<file path="src/rtl/data_mem_arbiter.sv">
// rtl/data_mem_arbiter.sv - CPU/DMA round-robin sequencer for the single data-memory port
module data_mem_arbiter #(
  parameter int ADDR_W = 10
) (
  input  logic              clk,
  input  logic              rst,
  input  logic              cpu_req,
  input  logic              cpu_we,
  input  logic [31:0]       cpu_addr,
  input  logic [31:0]       cpu_wdata,
  input  logic [1:0]        cpu_size,
  output logic              cpu_ready,
  output logic              cpu_err,
  output logic [31:0]       cpu_rdata,
  input  logic              dma_req,
  input  logic              dma_we,
  input  logic [31:0]       dma_addr,
  input  logic [31:0]       dma_wdata,
  output logic              dma_done,
  output logic [31:0]       dma_rdata,
  output logic [ADDR_W-1:0] mem_addr,
  output logic [31:0]       mem_wdata,
  output logic [3:0]        mem_en,
  output logic              mem_rd,
  input  logic [31:0]       mem_rdata
);

  typedef enum logic [1:0] {
    S_IDLE,
    S_ACCESS,
    S_RDWAIT,
    S_DONE
  } state_t;

  state_t      state;
  logic        last;      // 1 = DMA was granted last
  logic        gnt_dma;   // requester owning the current transaction
  logic        is_read;
  logic        is_err;

  logic [3:0]  cpu_en_enc;
  logic [31:0] cpu_wd_enc;
  logic        cpu_bad;
  logic        pick_dma;

  // Address bits outside the word-address window are intentionally ignored
  logic unused_addr_bits;
  assign unused_addr_bits = ^{cpu_addr[31:ADDR_W+2], dma_addr[31:ADDR_W+2], dma_addr[1:0]};

  // Byte-lane encoding of a CPU store; lane 0 is the most significant byte
  always_comb begin
    cpu_en_enc = 4'b0000;
    cpu_wd_enc = 32'h0;
    cpu_bad    = 1'b0;
    case (cpu_size)
      2'b00: begin
        cpu_en_enc = 4'b1111;
        cpu_wd_enc = cpu_wdata;
      end
      2'b01: begin
        case (cpu_addr[1:0])
          2'b00: begin
            cpu_en_enc = 4'b0011;
            cpu_wd_enc = {cpu_wdata[15:0], 16'h0};
          end
          2'b10: begin
            cpu_en_enc = 4'b1100;
            cpu_wd_enc = {16'h0, cpu_wdata[15:0]};
          end
          default: cpu_bad = 1'b1;
        endcase
      end
      2'b10: begin
        case (cpu_addr[1:0])
          2'b00: begin
            cpu_en_enc = 4'b0001;
            cpu_wd_enc = {cpu_wdata[7:0], 24'h0};
          end
          2'b01: begin
            cpu_en_enc = 4'b0010;
            cpu_wd_enc = {8'h0, cpu_wdata[7:0], 16'h0};
          end
          2'b10: begin
            cpu_en_enc = 4'b0100;
            cpu_wd_enc = {16'h0, cpu_wdata[7:0], 8'h0};
          end
          default: begin
            cpu_en_enc = 4'b1000;
            cpu_wd_enc = {24'h0, cpu_wdata[7:0]};
          end
        endcase
      end
      default: cpu_bad = 1'b1;
    endcase
  end

  // Round-robin choice: on a tie the requester not granted last time wins
  always_comb begin
    pick_dma = dma_req && (!cpu_req || !last);
  end

  // Sequencer: grant, drive memory port for one cycle, optional read wait, completion pulse
  always_ff @(posedge clk) begin
    if (rst) begin
      state     <= S_IDLE;
      last      <= 1'b1;
      gnt_dma   <= 1'b0;
      is_read   <= 1'b0;
      is_err    <= 1'b0;
      cpu_ready <= 1'b0;
      cpu_err   <= 1'b0;
      cpu_rdata <= 32'h0;
      dma_done  <= 1'b0;
      dma_rdata <= 32'h0;
      mem_addr  <= '0;
      mem_wdata <= 32'h0;
      mem_en    <= 4'b0000;
      mem_rd    <= 1'b0;
    end else begin
      case (state)
        S_IDLE: begin
          if (cpu_req || dma_req) begin
            gnt_dma <= pick_dma;
            last    <= pick_dma;
            state   <= S_ACCESS;
            if (pick_dma) begin
              is_err    <= 1'b0;
              is_read   <= !dma_we;
              mem_addr  <= dma_addr[ADDR_W+1:2];
              mem_rd    <= !dma_we;
              mem_en    <= dma_we ? 4'b1111 : 4'b0000;
              mem_wdata <= dma_we ? dma_wdata : 32'h0;
            end else begin
              is_err    <= cpu_bad;
              is_read   <= !cpu_we;
              mem_addr  <= cpu_addr[ADDR_W+1:2];
              mem_rd    <= !cpu_we && !cpu_bad;
              mem_en    <= (cpu_we && !cpu_bad) ? cpu_en_enc : 4'b0000;
              mem_wdata <= (cpu_we && !cpu_bad) ? cpu_wd_enc : 32'h0;
            end
          end
        end
        S_ACCESS: begin
          mem_addr  <= '0;
          mem_wdata <= 32'h0;
          mem_en    <= 4'b0000;
          mem_rd    <= 1'b0;
          if (is_read && !is_err) begin
            state <= S_RDWAIT;
          end else begin
            state <= S_DONE;
            if (gnt_dma) begin
              dma_done <= 1'b1;
            end else begin
              cpu_ready <= 1'b1;
              cpu_err   <= is_err;
            end
          end
        end
        S_RDWAIT: begin
          state <= S_DONE;
          if (gnt_dma) begin
            dma_rdata <= mem_rdata;
            dma_done  <= 1'b1;
          end else begin
            cpu_rdata <= mem_rdata;
            cpu_ready <= 1'b1;
            cpu_err   <= 1'b0;
          end
        end
        S_DONE: begin
          cpu_ready <= 1'b0;
          cpu_err   <= 1'b0;
          dma_done  <= 1'b0;
          state     <= S_IDLE;
        end
        default: state <= S_IDLE;
      endcase
    end
  end

endmodule

</file>
<file path="config.mk">
export PLATFORM = sky130hd
export DESIGN_NAME = data_mem_arbiter
export DESIGN_NICKNAME = d
export VERILOG_FILES = /design/src/rtl/data_mem_arbiter.sv
export SDC_FILE = /design/constraint.sdc
export NUM_CORES = 1
export LEC_CHECK = 0
export ABC_AREA = 1
export CAP_MARGIN = 0
export CELL_PAD_IN_SITES_DETAIL_PLACEMENT = 1
export CELL_PAD_IN_SITES_GLOBAL_PLACEMENT = 2
export CORE_MARGIN = 5
export CORE_UTILIZATION = 18
export CTS_CLUSTER_SIZE = 14
export DETAILED_ROUTE_END_ITERATION = 7
export GPL_TIMING_DRIVEN = 0
export PLACE_DENSITY_LB_ADDON = 0.1
export SYNTH_ARGS = -nofsm -noshare
export SYNTH_HDL_FRONTEND = slang
export SYNTH_SLANG_ARGS = --single-unit
</file>
<file path="constraint.sdc">
create_clock -name clk -period 1.5 [get_ports clk]
set_input_delay 0.3 -clock clk [delete_from_list [all_inputs] [get_ports clk]]
set_output_delay 0.3 -clock clk [all_outputs]
set_load 0.05 [all_outputs]
</file>
Yosys cells after proc, flatten, opt, wreduce, memory -nomap -nowiden
Index checks and enable logic that the tools add are counted.

Register bits after elaboration: 120.

Muxes and demuxes: 39. Equality and inequality tests: 11. Bitwise operators: 1. Reduce and logical (&&, ||, !) cells: 25.

Operators with widths (count): case mux 32 bit (3 select lines) (2); 2-to-1 mux 32 bit (4); case mux 32 bit (2 select lines) (2); case mux 4 bit (3 select lines) (2); 2-to-1 mux 10 bit (2); case mux 10 bit (2 select lines) (1); 2-to-1 mux 4 bit (4); case mux 4 bit (2 select lines) (2); 2-to-1 mux 1 bit (13); AND reduction 2 bit (5); case mux 1 bit (3 select lines) (3); == test 2 bit (second input constant) (4); inequality test 2 bit (second input constant) (4); case mux 2 bit (4 select lines) (1); == test 2 x 1 -> 1 bit (second input constant) (3); logical NOT 1 bit (6); logical NOT 2 bit (3); logical AND 1 bit (4); case mux 1 bit (2 select lines) (2); AND reduction 4 bit (1); OR reduction 2 bit (2); nonzero test 3 bit (1); logical OR 1 bit (2); 2-to-1 mux 2 bit (1); 2 further kinds (2).

Depth between registers and ports, before layout
Gate-level depths: netlist (run 1).

Depth in word-level cells: 10. Mapped depth: 10. Depth with buffers taken out: 9.

Least setup slack after synthesis (run 1)
Ideal clock, no wire load.

Kind: reg-to-reg. Start point: register state[1]. End point: register mem_wdata[21]. Path buffers: 2. Slack: -0.056 ns. Arrival: 1.486 ns. Data required time: 1.429 ns. Clock period less this slack: 1.556 ns. Library setup time: 0.071 ns. Cell stages (with the launch flop): 11. Path through: dfxtp_1 -> inv_1 -> ha_1 -> inv_1 -> nor3_2 -> inv_2 -> o21ai_2 -> buf_4 -> buf_4 -> nand2_1 -> a21oi_2.

Longest elaborated chain between the ends: 3. Elaborated cells on any way between the ends: 6. Those cells by class: eq/ne (2); mux (1); reduce/logical (3).

Ends and longest elaborated chain: from (decl) (line 35) `state_t state;`; from (signal assigned) (line 105) `state <= S_IDLE;`; from (signal assigned) (line 125) `state <= S_ACCESS;`; from (signal assigned) (line 149) `state <= S_RDWAIT;`; == test 2 x 1 -> 1 bit or logical NOT 2 bit (tied branches) (line 120) `case (state)`; nonzero test 2 bit (no line) or inequality test 2 bit (tied branches); AND reduction 2 bit (no line); to (signal assigned) (line 132) `mem_wdata <= dma_we ? dma_wdata : 32'h0;`; to (signal assigned) (line 139) `mem_wdata <= (cpu_we && !cpu_bad) ? cpu_wd_enc : 32'h0;`; to (decl) (line 22) `output logic [31:0] mem_wdata,`.

Several ways; a longest one is shown, not always the timed one. A chain may end at the register's enable or synchronous reset.

Worst setup path in the final report (run 1)
Start point: register state[0]. End point: register mem_wdata[24].

The elaborated chain is that of the path after synthesis.

==> results of run 1 <==
stage by stage:
step	area, um2	util, %
after detailed placement	8390	27.6
final	9540	31.4
after floorplan	5510	-
after CTS	9400	31.0
after global placement	8390	27.6
after global routing	9540	31.4
worst register-to-register path: stages, from the launching register on:
cell	delay, ns
dfxtp_4	0.35
inv_4	0.07
ha_4	0.18
inv_4	0.04
nor3_4	0.16
inv_2	0.06
o21ai_2	0.07
buf_6	0.15
buf_12	0.13
buf_6	0.12
nand2_1	0.06
a21oi_2	0.12
cell usage in the layout (no fill, tap or decap), drive strengths merged, types with 2 or more instances in the layout:
cell type,instances
inv,31
nor2,159
clkbuf,40
buf,75
clkdlybuf4s50,119
clkinv,5
dlygate4sd2,3
dfxtp,120
a21oi,56
nand2,222
nor3,4
clkdlybuf4s15,77
ha,5
clkdlybuf4s18,12
nand3,77
bufinv,2
o21ai,84
registers in the layout, summed over array words and instances, names as in the netlist:
register   cells
cpu_rdata     32
dma_done       1
mem_wdata     32
cpu_err        1
is_read        1
dma_rdata     32
last           1
mem_rd         1
cpu_ready      1
state          2
is_err         1
gnt_dma        1
mem_en         4
mem_addr      10
metal layers:
metal  routed length, um  up-vias  track usage, %
li1                    -     3152               -
met1               12000     2918            19.3
met2               12000      131            23.6
met3                1490       15            4.01
met4                 210        2            3.26
met5                  13        -               0
area by class of cell:
type | instances | area, um2
Multi-Input combinational cell | 609 | 2980
Antenna cell | 1 | 2.50
Clock buffer | 18 | 429
Sequential cell | 120 | 2410
Timing Repair Buffer | 261 | 2600
Fill cell | 3688 | 20800
Tap cell | 396 | 495
Clock inverter | 14 | 161
Inverter | 25 | 104
Buffer | 48 | 358
cell families (layout without fill, tap and decap cells):
logic type / after synthesis / after routing
adders and majority gates: 5 / 5
buffers and inverters: 74 / 366
and+or+nand+nor: 462 / 462
AOI/OAI and AO/OA: 142 / 142
DFF: 120 / 120
other: 0 / 1
final timing paths:
| check | to | cells after the start | start |
|---|---|---|---|
| setup / recovery | mem_wdata[24] | 11 | state[0] |
| hold / removal | cpu_ready | 2 | cpu_ready |
| setup reg to reg | mem_wdata[24] | 11 | state[0] |
| hold reg to reg | cpu_ready | 2 | cpu_ready |
power by group:
| part | internal (uW) | switching [uW] | leakage (uW) |
|---|---|---|---|
| Combinational | 2810 | 4810 | 0.00263 |
| Sequential | 3830 | 350 | 0.000977 |
| Clock | 2490 | 1780 | 0.000289 |
| Total | 9140 | 6940 | 0.00390 |
repair_timing:
item	CTS	global route
resized for setup	414	140
pin swaps	15	15
cloned	2	1
setup buffers	11	9
endpoints found under the setup margin	224	123
==> metrics.md, run 1 <==
| Metric | Value |
|---|---|
| Status | `finished with violations` |
| Violations in the final reports | `setup timing` |
| Post-synthesis net count | `976` |
| Critical path launch point type | `flip-flop` |
| Ports | `282` |
| Worst VDD drop | `784 uV` |
| Width of the die | `185 um` |
| Final setup violation count | `31` |
| Count leader, synth | `nand2_1` |
| Layout cells sized above 1 | `26.7%` |
| Pin count of the biggest net entering global routing | `17` |
| Post-synth ARST share | `0%` |
| Core area | `30300 um2` |
| Pre-CTS setup slack | `-0.828 ns` |
| Total negative slack | `-1.80 ns` |
| Adder-Cell Fraction of Synth Area | `1.14%` |
| Post-route setup slack | `-0.0842 ns` |
| PortBufs | `238` |
| WL final | `25700 um` |
| Synth warnings | `0` |
| WS Path Type | `reg -> reg` |
| Total CTS buffers | `17` |
| Post-synth top flop | `dfxtp_1` |
| Total Routing Usage GR | `14.5%` |
| First-pass GRT wire length | `37900 um` |
| Vias | `6218` |
| Iter 0 DRT Violations | `158` |
| Crit end category | `flip-flop` |
| Crit-path max FO | `5` |
| XOR/XNOR share of the synthesized area | `0%` |
| FP Rows | `64` |
| Global route overflow | `0` |
| Final min period | `1.58 ns` |
| Achievable frequency | `0.631 GHz` |
| Synth cell types | `26` |
| Multiplexer share of the synthesized area | `0%` |
| Area Growth Syn to Fin | `73.6%` |
| Biggest area consumer among synthesized cells | `dfxtp_1` |
| Clock Latency Late Sink | `0.42 ns` |
| Setup Skew | `0.0114 ns` |
| Hold_buf cts | `0` |
| Synth cell count leaders | `219 x nand2_1, 153 x nor2_1, 120 x dfxtp_1` |
| Worst Path Arrival | `1.94 ns` |
| Tot Pwr | `16100 uW` |
| Unrepaired setup endpoints after global routing | `yes` |
| Worst-margin pin slew | `0.746 ns` |
| Sink Count | `120` |
| Simple-gate portion of the synthesized area | `34.3%` |
| DR vias/cell | `4.17` |
| H-tree depth | `4` |
| Hold WC Path Type | `reg -> reg` |
| Final Hold Viols | `0` |
| Post-synth EDFFs | `0` |
| Post-synthesis area per instance | `6.84 um2` |
| Family with the most delay on the worst path | `buffers and inverters` |
| Starting density of the core | `18.1%` |
| WP data required | `1.85 ns` |
| Die Y | `185 um` |
| Crit-path cells | `inv_4, ha_4, inv_4, nor3_4, inv_2, o21ai_2, buf_6, buf_12, buf_6, nand2_1, a21oi_2` |
| Synth area leaders | `dfxtp_1 44%, nand2_1 15%, nor2_1 10%` |
| DRT Pass-1 Iters | `4` |
| Tcrit/Tclk final | `106%` |
| Worst rel slew slack | `50.3%` |
| WL per Instance | `17.2 um` |
| Largest stage delay on the critical path | `0.35 ns` |
| Hold_ws | `0.453 ns` |
| Slowest-stage cell, CP | `dfxtp_4` |
| Main combinational cell family by area after synthesis | `simple AND/OR/NAND/NOR gates` |
| Netlist area before placement | `5490 um2` |
| Full die area | `34100 um2` |
| DRC errors left | `0` |
| Cell total after placement | `1437` |
| Share of the yosys chip area belonging to registers | `43.7%` |
| Max clock buf depth | `2` |
| Initial antenna violation count | `2` |
| Leak | `0.00390 uW` |
| Worst-path clk slew | `0.06 ns` |
| Root Driver | `clkbuf_16` |
| Max-Cap Viols | `0` |
| CTS tree | `yes` |
| Slew Viols, Final | `0` |
| Share of the synthesized area in the top cell type | `43.7%` |
| Final non-filler cell total | `1492` |
| Post-synthesis compound-gate area fraction | `14.1%` |
| Synth Register Bits | `120` |
| P per Cell Area | `1690 nW/um2` |
| R2R setup slack | `-0.08 ns` |
| Antenna-violating nets left | `0` |
| Syn Inst Count | `803` |
| GPL Wtd Cong | `0.723` |
| Vias in the first global route | `6514` |
| Buf+Inv Stages, Crit Path | `6` |
| Post-DP HPWL | `19500 um` |
| Layout net count | `1255` |
Note: power is estimated with default switching activity, not from simulation.
==> inputs of run 2 (changes only) <==
CORE_UTILIZATION = 20   (was 18)
clock period = 1.8 ns   (was 1.5 ns; I/O delays follow)
==> run 2 against run 1 <==
  * The run now ends clean
  * Count of clock-buffer cells in the layout down 1
  * Cell count is 4.9% lower
  * Hold slack worse by 0.013 ns
  * Sequential cell count is the same
  * Global-route usage grew 0.45 points
  * Clock skew hardly changed
  * Utilization up 1.4 points
  * First-iteration DRC count rose by 43%
  * Power fell by 25%
  * Sequential share of layout area is 1.9 points higher
  * Combinational power down 32%
  * Cell area is 7.1% lower
==> metrics.md, run 2 (same netlist as run 1, synthesis figures left out) <==
| Metric | Value |
|---|---|
| Antenna-violating nets left | `0` |
| Total CTS buffers | `17` |
| Fin area | `8860 um2` |
| Final min period | `1.70 ns` |
| Achievable frequency | `0.587 GHz` |
| Layout cells sized above 1 | `9.94%` |
| GPL Wtd Cong | `0.758` |
| Ports | `282` |
| WP data required | `1.44 ns` |
| WL per Instance | `16.5 um` |
| Worst Path Arrival | `1.34 ns` |
| First-pass GRT wire length | `36400 um` |
| Slew Viols, Final | `0` |
| Root Driver | `clkbuf_16` |
| Hold EP | `dma_done` |
| Clock Latency Late Sink | `0.42 ns` |
| Worst VDD drop | `536 uV` |
| Hold_ws | `0.440 ns` |
| Biggest regs | `cpu_rdata x32, dma_rdata x32, mem_wdata x32` |
| Total Routing Usage GR | `15.0%` |
| Critical path launch point type | `flip-flop` |
| Buf+Inv Stages, Crit Path | `1` |
| Final Hold Viols | `0` |
| Most frequent cells in the layout | `219 x nand2_1, 153 x nor2_1, 122 x clkdlybuf4s50_1` |
| FP Rows | `60` |
| Worst rel slew slack | `56.0%` |
| Largest stage delay on the critical path | `0.60 ns` |
| Post-route setup slack | `0.0972 ns` |
| Slowest-stage cell, CP | `dlygate4sd2_1` |
| Starting density of the core | `20.3%` |
| Dpl cell area | `8300 um2` |
| Max clock buf depth | `2` |
| Full die area | `30900 um2` |
| Leak | `0.00403 uW` |
| Worst-path clk slew | `0.06 ns` |
| Area Growth Syn to Fin | `61.4%` |
| WS Path Type | `reg -> out` |
| Vias in the first global route | `6318` |
| Pin count of the biggest net entering global routing | `17` |
| Commonest non-fill, non-tap cell in the layout | `nand2_1` |
| Pre-CTS setup slack | `-0.446 ns` |
| DR vias/cell | `4.25` |
| Crit end category | `output port` |
| H-tree depth | `4` |
| Setup Skew | `0.0110 ns` |
| R2r worst-path depth | `10` |
| Unrepaired setup endpoints after global routing | `yes` |
| Width of the die | `176 um` |
| Family with the most delay on the worst path | `buffers and inverters` |
| Layout net count | `1238` |
| CTS tree | `yes` |
| DRT Pass-1 Iters | `4` |
| Sink Count | `120` |
| Crit-path cells | `dlygate4sd2_1` |
| Hold depth | `2` |
| Hold WC Path Type | `reg -> reg` |
| Final setup violation count | `0` |
| Initial antenna violation count | `1` |
| Status | `finished clean` |
| WL final | `23500 um` |
| Fin util | `32.8%` |
| Global routing usage on met2 | `24.6%` |
| FILL cells | `3397` |
| Met3 Usage GRT | `3.59%` |
| Worst r2r src | `state[1]` |
| Core area | `27000 um2` |
| P per Cell Area | `1360 nW/um2` |
| Max-Cap Viols | `0` |
| Busiest layer in global routing | `met2` |
| Die Y | `176 um` |
| Post-DP HPWL | `18300 um` |
| Iter 0 DRT Violations | `226` |
| Crit-path max FO | `2` |
| Worst-margin pin slew | `0.661 ns` |
| Tcrit/Tclk final | `94.6%` |
| R2R setup slack | `0.15 ns` |
| Global route overflow | `0` |
| Hold Path Origin | `dma_done` |
| PortBufs | `238` |
| Vias | `6028` |
| Routing usage on met1 | `19.6%` |
| Hold_buf cts | `0` |
| R2r endpoint | `mem_wdata[8]` |
| DRC errors left | `0` |
## run 2: cell types whose count changed in the layout (fill, tap and decap cells not counted), moves of 9 or more
| cell | delta |
|---|---|
| a21oi_1 | +13 |
| a21oi_2 | -13 |
| buf_2 | -29 |
| buf_4 | -14 |
| clkbuf_2 | +10 |
| clkdlybuf4s15_2 | -76 |
| clkdlybuf4s18_2 | -12 |
| dlygate4sd2_1 | +111 |
| nand2_1 | +26 |
| nand2_2 | -9 |
| nand2_4 | -17 |
## run 2: final cells by class
cell class / count / area (um2) / area share [%]
antenna: 1 / 2.50 / 0.0282
buffer: 49 / 318 / 3.59
clock buffer: 17 / 425 / 4.80
clock inverter: 14 / 150 / 1.69
inverter: 25 / 93.8 / 1.06
multi-input combinational: 609 / 2770 / 31.2
sequential: 120 / 2400 / 27.1
tap: 341 / 427 / 4.81
timing repair buffer: 243 / 2280 / 25.7
## run 2: what timing repair did
action | in CTS | in global routing
gates resized for setup | 129 | 23
setup endpoints to repair | 160 | 102
pin swaps | 0 | 2
gates cloned | 0 | 1
setup buffers | 0 | 4
## run 2: worst max path at each step
stage	cells past startpoint	startpoint	end
after floorplan	10	state[1]	mem_wdata[21]
after global placement	8	dma_req	mem_wdata[29]
after detailed placement	9	cpu_req	mem_wdata[29]
after CTS	10	state[1]	mem_wdata[8]
after global routing	10	state[1]	mem_wdata[8]
final	1	mem_wdata[31]	mem_wdata[31]
## run 2: per-layer routing
layer	routed length (um)	vias to the layer above
met4	232	0
met2	11100	152
met1	10900	2729
met5	0	-
met3	1210	15
li1	-	3132
## run 2: through the flow
step / power [uW] / setup TNS [ns] / cells
floorplan: 6860 / 0 / 803
global placement: 8850 / -20.62 / 1382
detailed placement: 8850 / -20.02 / 1382
CTS: 12100 / 0 / 1413
global route: 12900 / -0.0238 / 1419
finish: 12000 / 0 / 1419
## run 2: power breakdown
| group | internal, uW | total, uW | switching (uW) |
|---|---|---|---|
| Sequential | 3180 | 3440 | 255 |
| Clock | 2040 | 3410 | 1370 |
| Combinational | 1610 | 5200 | 3590 |
